File: src/rtl/ad_dly_tap_cal.sv
`timescale 1ns/1ps
// IDELAYE2 tap controller for the ADC capture lanes: default reload on re_sync,
// per-lane manual writes, and an eye scan that centres each lane in its widest window.
module ad_dly_tap_cal #(
  parameter int NUM_LANES  = 8,
  parameter int TAP_W      = 5,
  parameter int DEF_TAP    = 10,
  parameter int SETTLE_CYC = 16,
  parameter int SAMPLE_CYC = 64,
  localparam int LANE_W    = (NUM_LANES > 1) ? $clog2(NUM_LANES) : 1
) (
  input  logic                           dly_clk,
  input  logic                           rst_n,
  input  logic                           dly_rdy,
  input  logic                           re_sync_in,
  input  logic                           cal_start,
  input  logic                           man_wr,
  input  logic [LANE_W-1:0]              man_lane,
  input  logic [TAP_W-1:0]               man_tap,
  input  logic [NUM_LANES-1:0]           lane_ok,
  output logic [NUM_LANES*TAP_W-1:0]     tap_load,
  output logic [NUM_LANES-1:0]           ld,
  output logic                           busy,
  output logic                           cal_done,
  output logic [NUM_LANES-1:0]           cal_fail,
  output logic [NUM_LANES*(TAP_W+1)-1:0] win_len
);

  localparam logic [2:0] IDLE   = 3'd0;
  localparam logic [2:0] LOAD   = 3'd1;
  localparam logic [2:0] SETTLE = 3'd2;
  localparam logic [2:0] SAMPLE = 3'd3;
  localparam logic [2:0] EVAL   = 3'd4;
  localparam logic [2:0] CENTER = 3'd5;
  localparam logic [2:0] DONE   = 3'd6;

  localparam int CNT_MAX = (SETTLE_CYC > SAMPLE_CYC) ? SETTLE_CYC : SAMPLE_CYC;
  localparam int CNT_W   = $clog2(CNT_MAX + 1);
  localparam logic [CNT_W-1:0] SETTLE_LAST = CNT_W'(SETTLE_CYC - 1);
  localparam logic [CNT_W-1:0] SAMPLE_LAST = CNT_W'(SAMPLE_CYC - 1);
  localparam logic [CNT_W-1:0] CNT_ONE     = 1;
  localparam logic [TAP_W-1:0] DEF_TAP_V   = TAP_W'(DEF_TAP);
  localparam logic [TAP_W-1:0] TAP_ONE     = 1;
  localparam logic [TAP_W-1:0] TAP_MAX     = '1;
  localparam logic [TAP_W:0]   LEN_ONE     = 1;

  logic [2:0]           state;
  logic                 sync_d1, sync_d2;
  logic                 resync_edge;
  logic                 scanning;
  logic                 man_ok;
  logic [TAP_W-1:0]     t;
  logic [CNT_W-1:0]     cnt;
  logic [NUM_LANES-1:0] pass;
  logic [TAP_W:0]       run_len    [NUM_LANES];
  logic [TAP_W-1:0]     run_start  [NUM_LANES];
  logic [TAP_W:0]       best_len   [NUM_LANES];
  logic [TAP_W-1:0]     best_start [NUM_LANES];
  logic [TAP_W:0]       run_len_nx   [NUM_LANES];
  logic [TAP_W-1:0]     run_start_nx [NUM_LANES];

  // Floor centre of a window; the sum never exceeds the top tap, so the carry bit is dropped.
  function automatic logic [TAP_W-1:0] center_tap(input logic [TAP_W-1:0] start,
                                                  input logic [TAP_W:0]   len);
    logic [TAP_W:0] half;
    logic [TAP_W:0] sum;
    half = (len - LEN_ONE) >> 1;
    sum  = {1'b0, start} + half;
    return sum[TAP_W-1:0];
  endfunction

  assign resync_edge = sync_d1 & ~sync_d2;
  assign scanning    = (state != IDLE) && (state != DONE);
  assign man_ok      = man_wr && (int'(man_lane) < NUM_LANES);

  always_comb begin
    for (int i = 0; i < NUM_LANES; i++) begin
      run_len_nx[i]   = pass[i] ? (run_len[i] + LEN_ONE) : '0;
      run_start_nx[i] = (pass[i] && (run_len[i] == '0)) ? t : run_start[i];
    end
  end

  always_ff @(posedge dly_clk or negedge rst_n) begin
    if (!rst_n) begin
      sync_d1  <= 1'b0;
      sync_d2  <= 1'b0;
      state    <= IDLE;
      t        <= '0;
      cnt      <= '0;
      pass     <= '0;
      tap_load <= {NUM_LANES{DEF_TAP_V}};
      ld       <= '0;
      busy     <= 1'b0;
      cal_done <= 1'b0;
      cal_fail <= '0;
      win_len  <= '0;
      for (int i = 0; i < NUM_LANES; i++) begin
        run_len[i]    <= '0;
        run_start[i]  <= '0;
        best_len[i]   <= '0;
        best_start[i] <= '0;
      end
    end else begin
      sync_d1 <= re_sync_in;
      sync_d2 <= sync_d1;
      ld      <= '0;
      if (resync_edge && dly_rdy) begin
        tap_load <= {NUM_LANES{DEF_TAP_V}};
        ld       <= '1;
        busy     <= 1'b0;
        cal_done <= 1'b0;
        state    <= IDLE;
      end else if (scanning && !dly_rdy) begin
        // Lost reference mid-scan: taps stay where the sweep left them.
        busy     <= 1'b0;
        cal_done <= 1'b0;
        cal_fail <= '1;
        state    <= IDLE;
      end else begin
        case (state)
          IDLE: begin
            if (dly_rdy && cal_start) begin
              state    <= LOAD;
              busy     <= 1'b1;
              cal_done <= 1'b0;
              cal_fail <= '0;
              win_len  <= '0;
              t        <= '0;
              for (int i = 0; i < NUM_LANES; i++) begin
                run_len[i]    <= '0;
                run_start[i]  <= '0;
                best_len[i]   <= '0;
                best_start[i] <= '0;
              end
            end else if (dly_rdy && man_ok) begin
              tap_load[man_lane*TAP_W +: TAP_W] <= man_tap;
              ld[man_lane]                      <= 1'b1;
            end
          end
          LOAD: begin
            tap_load <= {NUM_LANES{t}};
            ld       <= '1;
            cnt      <= '0;
            state    <= SETTLE;
          end
          SETTLE: begin
            if (cnt == SETTLE_LAST) begin
              cnt   <= '0;
              pass  <= '1;
              state <= SAMPLE;
            end else begin
              cnt <= cnt + CNT_ONE;
            end
          end
          SAMPLE: begin
            pass <= pass & lane_ok;
            if (cnt == SAMPLE_LAST) begin
              cnt   <= '0;
              state <= EVAL;
            end else begin
              cnt <= cnt + CNT_ONE;
            end
          end
          EVAL: begin
            // Strict compare keeps the lowest-start window on ties.
            for (int i = 0; i < NUM_LANES; i++) begin
              run_len[i]   <= run_len_nx[i];
              run_start[i] <= run_start_nx[i];
              if (run_len_nx[i] > best_len[i]) begin
                best_len[i]   <= run_len_nx[i];
                best_start[i] <= run_start_nx[i];
              end
            end
            if (t == TAP_MAX) begin
              state <= CENTER;
            end else begin
              t     <= t + TAP_ONE;
              state <= LOAD;
            end
          end
          CENTER: begin
            for (int i = 0; i < NUM_LANES; i++) begin
              tap_load[i*TAP_W +: TAP_W] <= (best_len[i] == '0) ? DEF_TAP_V
                                            : center_tap(best_start[i], best_len[i]);
              cal_fail[i]                    <= (best_len[i] == '0);
              win_len[i*(TAP_W+1) +: TAP_W+1] <= best_len[i];
            end
            ld    <= '1;
            busy  <= 1'b0;
            state <= DONE;
          end
          DONE: begin
            cal_done <= 1'b1;
            busy     <= 1'b0;
            state    <= IDLE;
          end
          default: state <= IDLE;
        endcase
      end
    end
  end

endmodule

File: config.mk
export PLATFORM = sky130hd
export DESIGN_NAME = ad_dly_tap_cal
export DESIGN_NICKNAME = d
export VERILOG_FILES = /design/src/rtl/ad_dly_tap_cal.sv
export SDC_FILE = /design/constraint.sdc
export NUM_CORES = 1
export LEC_CHECK = 0
export CAP_MARGIN = 30
export CORE_UTILIZATION = 50
export DETAILED_ROUTE_END_ITERATION = 6
export GPL_TIMING_DRIVEN = 0
export PLACE_DENSITY = 0.72
export SLEW_MARGIN = 20
export SYNTH_ARGS = -nofsm -noshare
export SYNTH_HDL_FRONTEND = slang
export SYNTH_SLANG_ARGS = --single-unit
File: constraint.sdc
create_clock -name dly_clk -period 2.69 [get_ports dly_clk]
set_clock_uncertainty 0.1 [all_clocks]
set_input_delay 0.6725 -clock dly_clk [delete_from_list [all_inputs] [get_ports dly_clk]]
set_output_delay 0.6725 -clock dly_clk [all_outputs]
set_load 0.01 [all_outputs]
==> run metrics <==
status complete, but fails checks; failing checks setup timing; crit path kind primary input to register; Least-Margin Pin Slew 1000 ps; Setup-failing EPs final 1; Root Buffer clkbuf_16; startpoint types primary input; gr ovfl total 0; top_reg_cell synth dfrtp_1; drt initial violations 1597; Antenna Nets Post-Route 0; Num Clock Sinks around 300; Pwr Density between 500 and 600 nW/um^2; routed len/inst 22.9 um; Die Area 35900 um^2; row count 68; Tmin final approximately 2700 ps; core area 34500 um^2; Worst Slack Setup Final -19.8 ps; Synth area leader dfrtp_1; Clk Latency, worst-skew pair roughly 540 ps; vias post-DR about 15000; IO Port Bufs 126; largest net degree at the start of global routing slightly below 100; async set-reset flop share out of synthesis 100%; synth top area cells dfrtp_1 41%, ha_1 8.0%, nand2_1 4.1%, o31ai_1 2.9%, inv_1 2.8%; Synth Cell Area 17600 um^2; max_slew headroom between 30% and 40%; Mapped Cells 1793; crit path DAT a little over 3000 ps; final net count about 2200; GPL Wtd Cong 0.963; placed cell areas 19500 um^2; total chip power 0.0122 W; first-pass GRT wire length 86000 um; Final Cell Area 21800 um^2; antenna diode count 0; Syn-to-layout area delta 24.2%; Max IR drop VDD 0.440 mV; CTS tree built; Seq cells post-synth 307; final hold vios 0; Avg Synthesized Cell Area 9.79 um^2; Max Buffers Root-to-Sink 3; min-delay worst type register to register; GR Util All Layers a little under a third; TritonCTS buffer count 36; final worst path period share 101%; initial antenna violation count 1; Chip Width 189 um; RSZ-0062 raised after global routing true; max-cap violation count 0; Final Max Slew Viols 0; DR pass1 iterations 5; fmax 369 MHz; EDFF count, synth 0; Post-Syn Nets 1935; vias per cell about 6.1; Total Wirelength 56900 um; most frequent cell after synthesis dfrtp_1; total of warnings raised by yosys 0; I/O pin count 128; leakage power about 10 nW; number of global-route vias before repair 14647; Unique masters post-synth between 70 and 80; post-synthesis sequential area ratio a little over two fifths; setup TNS -19.8 ps; register clock-pin slew on the reported worst setup and hold paths 60 ps; CP required 3010 ps; share of cells above drive strength 1 ~17%; dpl hpwl about 40000 um; critical path capture point type register; Max H-tree Level 2; share of the synthesized area in the top cell type 41.5%; critical path fanouts, max 10; Die H 189 um; synth cell count leaders 291 x dfrtp_1, 193 x nand2_1, 133 x inv_1; DRC 0; Post-Route Utilization between 60% and 70%; starting density of the core 50.8%
## critical path, cell delays in order
cell             delay, ps
clkdlybuf4s50_1        530
and2_1                 270
o211ai_1               370
or2_2                  430
buf_6                  220
buf_2                  310
nand2_1                110
o31ai_1                100
## per-stage QoR
| step | setup WS (ps) | hold WS, ps | instances |
|---|---|---|---|
| after CTS | 5.87 | 349 | 2469 |
| after global placement | -12430 | 327 | 2374 |
| after detailed placement | -1380 | 334 | 2379 |
| final | -19.8 | 367 | 2492 |
| after floorplan | -38.5 | 277 | 1793 |
| after global routing | -61.6 | 377 | 2492 |
## per-layer routing
layer	part of all wire, %	GRT usage, %	vias to the layer above	wire length [um]
met1	42	43.9	7549	24000
met3	7.7	4.26	177	4390
li1	-	-	6839	-
met2	45	49.0	718	25700
met4	5.0	13.9	2	2850
met5	0.019	0	-	11
## placed cells by master (no fill, tap or decap), types with 16 or more instances in the layout
cell             count
mux2_2              40
xnor2_1             52
mux2i_1             48
inv_1              132
ha_1               101
nand2_1            187
nor2_1              82
nand3_1             42
buf_4               61
nor3_1              25
a21o_1              30
o21ai_0             82
dfrtp_1            287
o2bb2ai_1           19
o32ai_1             18
a21oi_1             81
a31oi_1             19
xor2_1              30
a32o_1              21
buf_2               24
clkbuf_16           38
clkbuf_1            33
dfstp_2             16
and2_1              18
a22o_1              16
o22ai_1             30
nor2b_1             16
clkdlybuf4s50_1    123
o31ai_1             64
## worst paths after layout
path	slack (ps)	end	depth (start not counted)	startpoint
min	370	sync_d2	0	sync_d1
min reg2reg	370	sync_d2	0	sync_d1
max in group asynchronous	720	tap_load[11]	4	rst_n
max reg2reg	0	cal_fail[4]	7	state[1]
min in group asynchronous	520	win_len[37]	2	rst_n
max	-20	run_len[21]	8	cal_start
## final cells by class
type                    count  area [um^2]
inverters                 134          503
repair buffers            188         1820
clock buffers              49         1060
plain buffers              86          469
well taps                 455          569
clock inverters            16          206
flip-flops and latches    307         7710
multi-input cells        1257         9470
fillers                  2803        12700
## timing repair
item                                   in CTS  in global routing
hold buffers                                1                  0
pin swaps                                  14                 24
endpoints found under the hold margin      39                  0
setup buffers                              27                 24
setup endpoints to repair                 280                165
gates cloned                                2                  2
gates resized for setup                    77                 92
## cell families (layout without fill, tap and decap cells)
family          after synthesis  count (layout)  share of synthesized area (%)
flops                       307             307                           43.9
compound gates              459             459                           17.9
fa+ha+maj                   120             120                           8.89
mux                          88              88                           5.30
xor+xnor                     94              94                           5.32
buf+inv                     229             473                           5.24
simple gates                496             496                           13.5
## power breakdown
part	internal, W	switching [W]	leakage [nW]	total [W]
clock	0.00317	0.00205	0.619	0.00522
sequential	0.00494	0.000240	4.17	0.00518
combinational	0.000810	0.000973	5.19	0.00178
## flip-flops by register name, summed over array words and instances, names as in the netlist, 8 cells and up
| signal | flops |
|---|---|
| run_len | 48 |
| run_start | 40 |
| best_start | 40 |
| cal_fail | 8 |
| best_len | 48 |
| tap_load | 40 |
| win_len | 48 |
| pass | 8 |
| ld | 8 |
(Power assumes the default switching activity.)
==> RTL edit (config.mk and constraints unchanged) <==
Change the parameter `NUM_LANES` from 8 to 16.
--- a/src/rtl/ad_dly_tap_cal.sv
+++ b/src/rtl/ad_dly_tap_cal.sv
@@ -2,7 +2,7 @@
 // IDELAYE2 tap controller for the ADC capture lanes: default reload on re_sync,
 // per-lane manual writes, and an eye scan that centres each lane in its widest window.
 module ad_dly_tap_cal #(
-  parameter int NUM_LANES  = 8,
+  parameter int NUM_LANES  = 16,
   parameter int TAP_W      = 5,
   parameter int DEF_TAP    = 10,
   parameter int SETTLE_CYC = 16,
Ports: changed (6 resized); port bits go from 128 to 241. The function was not compared with the original's and may differ.
==> RTL edit against the unedited design <==
  * The run still ends with setup timing left
  * Power increased by 140%
  * Final area up 95%
  * Setup slack lost 0.017 ns
  * Wire length rose by 120%
  * Worst hold slack gained 0.012 ns
  * Sequential cell count is 288 higher
  * Fmax decreased by 0.61%
  * Synthesized area grew 90%
  * Critical endpoint is now tap_load[23]
  * Largest cell class unchanged
  * Highest routed layer unchanged
==> RTL edit: results (changes against the unedited design) <==
\begin{tabular}{lr}
\hline
Metric & Value \\
\hline
\multicolumn{2}{l}{\textbf{Status}} \\
Failing checks & setup timing (unchanged) \\
Result of the run & finished, violations left (unchanged) \\
\multicolumn{2}{l}{\textbf{Yosys}} \\
Post-synthesis net count & 3653 (was 1935) \\
Sequential cell area fraction in the yosys report & 0.447 (was 0.439) \\
Most frequent cells after synthesis & 563 x sky130\_fd\_sc\_hd\_\_dfrtp\_1, 377 x sky130\_fd\_sc\_hd\_\_nand2\_1, 309 x sky130\_fd\_sc\_hd\_\_o21ai\_0 (was 291 x sky130\_fd\_sc\_hd\_\_dfrtp\_1, 193 x sky130\_fd\_sc\_hd\_\_nand2\_1, 133 x sky130\_fd\_sc\_hd\_\_inv\_1) \\
Mean Syn Cell Area & 9.85 um2 (was 9.79 um2) \\
Cells taking the most area after synthesis & sky130\_fd\_sc\_hd\_\_dfrtp\_1 42\%, sky130\_fd\_sc\_hd\_\_ha\_1 8.2\%, sky130\_fd\_sc\_hd\_\_o21ai\_0 4.6\% (was sky130\_fd\_sc\_hd\_\_dfrtp\_1 41\%, sky130\_fd\_sc\_hd\_\_ha\_1 8.0\%, sky130\_fd\_sc\_hd\_\_nand2\_1 4.1\%) \\
\multicolumn{2}{l}{\textbf{Timing}} \\
Final setup vio count & 8 (was 1) \\
Fin worst setup slack & -0.0366 ns (was -0.0198 ns) \\
Final TNS setup & -0.0946 ns (was -0.0198 ns) \\
\multicolumn{2}{l}{\textbf{Place}} \\
Worst slack after detailed placement & -1.64 ns (was -1.38 ns) \\
Number of instances in the placed design & 4509 (was 2379) \\
\multicolumn{2}{l}{\textbf{GRT}} \\
Global-route track usage on met1 & 0.502 (was 0.439) \\
Vias in the first global route & 28200 (was 14600) \\
Met2 Use GR & 0.546 (was 0.490) \\
M3 GR Usage & 0.0828 (was 0.0426) \\
Wire length of the first global-routing pass & 182 mm (was 86.0 mm) \\
Global-route usage over all layers & 0.365 (was 0.315) \\
Antenna violations before repair & 5 (was 1) \\
\multicolumn{2}{l}{\textbf{Power}} \\
Worst IR Drop VDD & 487 uV (was 440 uV) \\
Leakage & 0.0193 uW (was 0.00998 uW) \\
\multicolumn{2}{l}{\textbf{Layout}} \\
Fraction of layout cells with a size suffix above 1 & 0.207 (was 0.166) \\
Post-layout net count & 4109 (was 2152) \\
Final standard cell count with taps included and fillers excluded & 4765 (was 2492) \\
\multicolumn{2}{l}{\textbf{Worst setup path}} \\
Worst reg2reg setup slack & -0.02 ns (was 0 ns) \\
Reg2Reg Launch Point & state[2] (was state[1]) \\
Critical Path Start & man\_lane[0] (was cal\_start) \\
\multicolumn{2}{l}{\textbf{Clock tree}} \\
Number of H-tree branching levels & 3 (was 2) \\
Worst skew pair latency & 0.63 ns (was 0.54 ns) \\
\multicolumn{2}{l}{\textbf{Min path}} \\
Hold\_sp & win\_len[27] (was sync\_d1) \\
\multicolumn{2}{l}{\textbf{Route}} \\
Count of routing violations after the opening detailed-route iteration & 3108 (was 1597) \\
Wire per inst & 26.7 um (was 22.9 um) \\
\hline
\end{tabular}
[RTL edit: cell types whose count changed after synthesis, sizes merged, moves of 62 or more]
cell    before  now
o21ai       92  322
nand2      193  377
clkbuf      47  109
ha         112  218
dfrtp      291  563
inv        134  227
nor2        88  174
[RTL edit: metrics by stage]
| step | instance area (um2) | hold slack [ns] | utilization |
|---|---|---|---|
| 3_5_place_dp | 37200 | 0.370 | 0.565 |
| 5_1_grt | 42600 | 0.399 | 0.647 |
| 2_1_floorplan | 33400 | 0.277 | - |
| 3_3_place_gp | 36900 | 0.361 | 0.560 |
| 6_report | 42600 | 0.378 | 0.647 |
| 4_1_cts | 40800 | 0.378 | 0.619 |
[RTL edit: final cells by class]
type,instances,area (um2)
diodes,1,2.50
plain buffers,158,961
clock buffers,104,2040
clock inverters,23,345
fillers,5218,23300
inverters,228,868
multi-input cells,2400,18600
flip-flops and latches,595,14900
well taps,864,1080
repair buffers,392,3810
[RTL edit: cell families (layout without fill, tap and decap cells)]
family	Yosys count	in the layout	synth area share
AO/OA/AOI/OAI	906	906	0.181
XOR/XNOR	179	179	0.0519
adder cells (fa/ha/maj)	234	234	0.0913
buffers and inverters	394	905	0.0465
flip-flops	595	595	0.447
multiplexers	168	168	0.0539
other	0	1	0
AND/OR/NAND/NOR	912	913	0.128
[RTL edit: metal layers]
metal,vias to the layer above,share of wire
met5,-,0.00020
met4,4,0.053
met3,319,0.10
met2,1547,0.44
met1,14800,0.41
li1,13000,-
[RTL edit: path summary, 6_finish.rpt]
path / to / depth (start not counted)
min in group asynchronous: win_len[2] / 2
max reg2reg: tap_load[36] / 7
min reg2reg: win_len[27] / 2
max: tap_load[23] / 10
max in group asynchronous: run_len[44] / 4
min: win_len[27] / 2
[RTL edit: where the power goes]
group / switching [uW] / total (uW) / internal, uW / leakage, uW
Combinational: 4820 / 8100 / 3280 / 0.0101
Sequential: 1060 / 11100 / 10000 / 0.00807
Clock: 3940 / 9980 / 6040 / 0.00116
Total: 9830 / 29200 / 19400 / 0.0193
[RTL edit: what timing repair did]
item,4_1_cts,5_1_grt
pin swaps,21,97
setup endpoints to repair,561,402
gates resized for setup,244,301
buffers inserted,49,80
hold endpoints to repair,46,0
hold buffers,1,0
gates cloned,2,1
[RTL edit: worst max-delay path, cell delays in order]
cell and delay (ns):
sky130_fd_sc_hd__clkdlybuf4s15_2 0.28, sky130_fd_sc_hd__buf_8 0.17, sky130_fd_sc_hd__inv_1 0.06, sky130_fd_sc_hd__ha_1 0.23, sky130_fd_sc_hd__buf_4 0.20, sky130_fd_sc_hd__or4_1 0.58
sky130_fd_sc_hd__o32a_4 0.28, sky130_fd_sc_hd__o21ai_4 0.26, sky130_fd_sc_hd__o211ai_1 0.20, sky130_fd_sc_hd__o22a_1 0.23
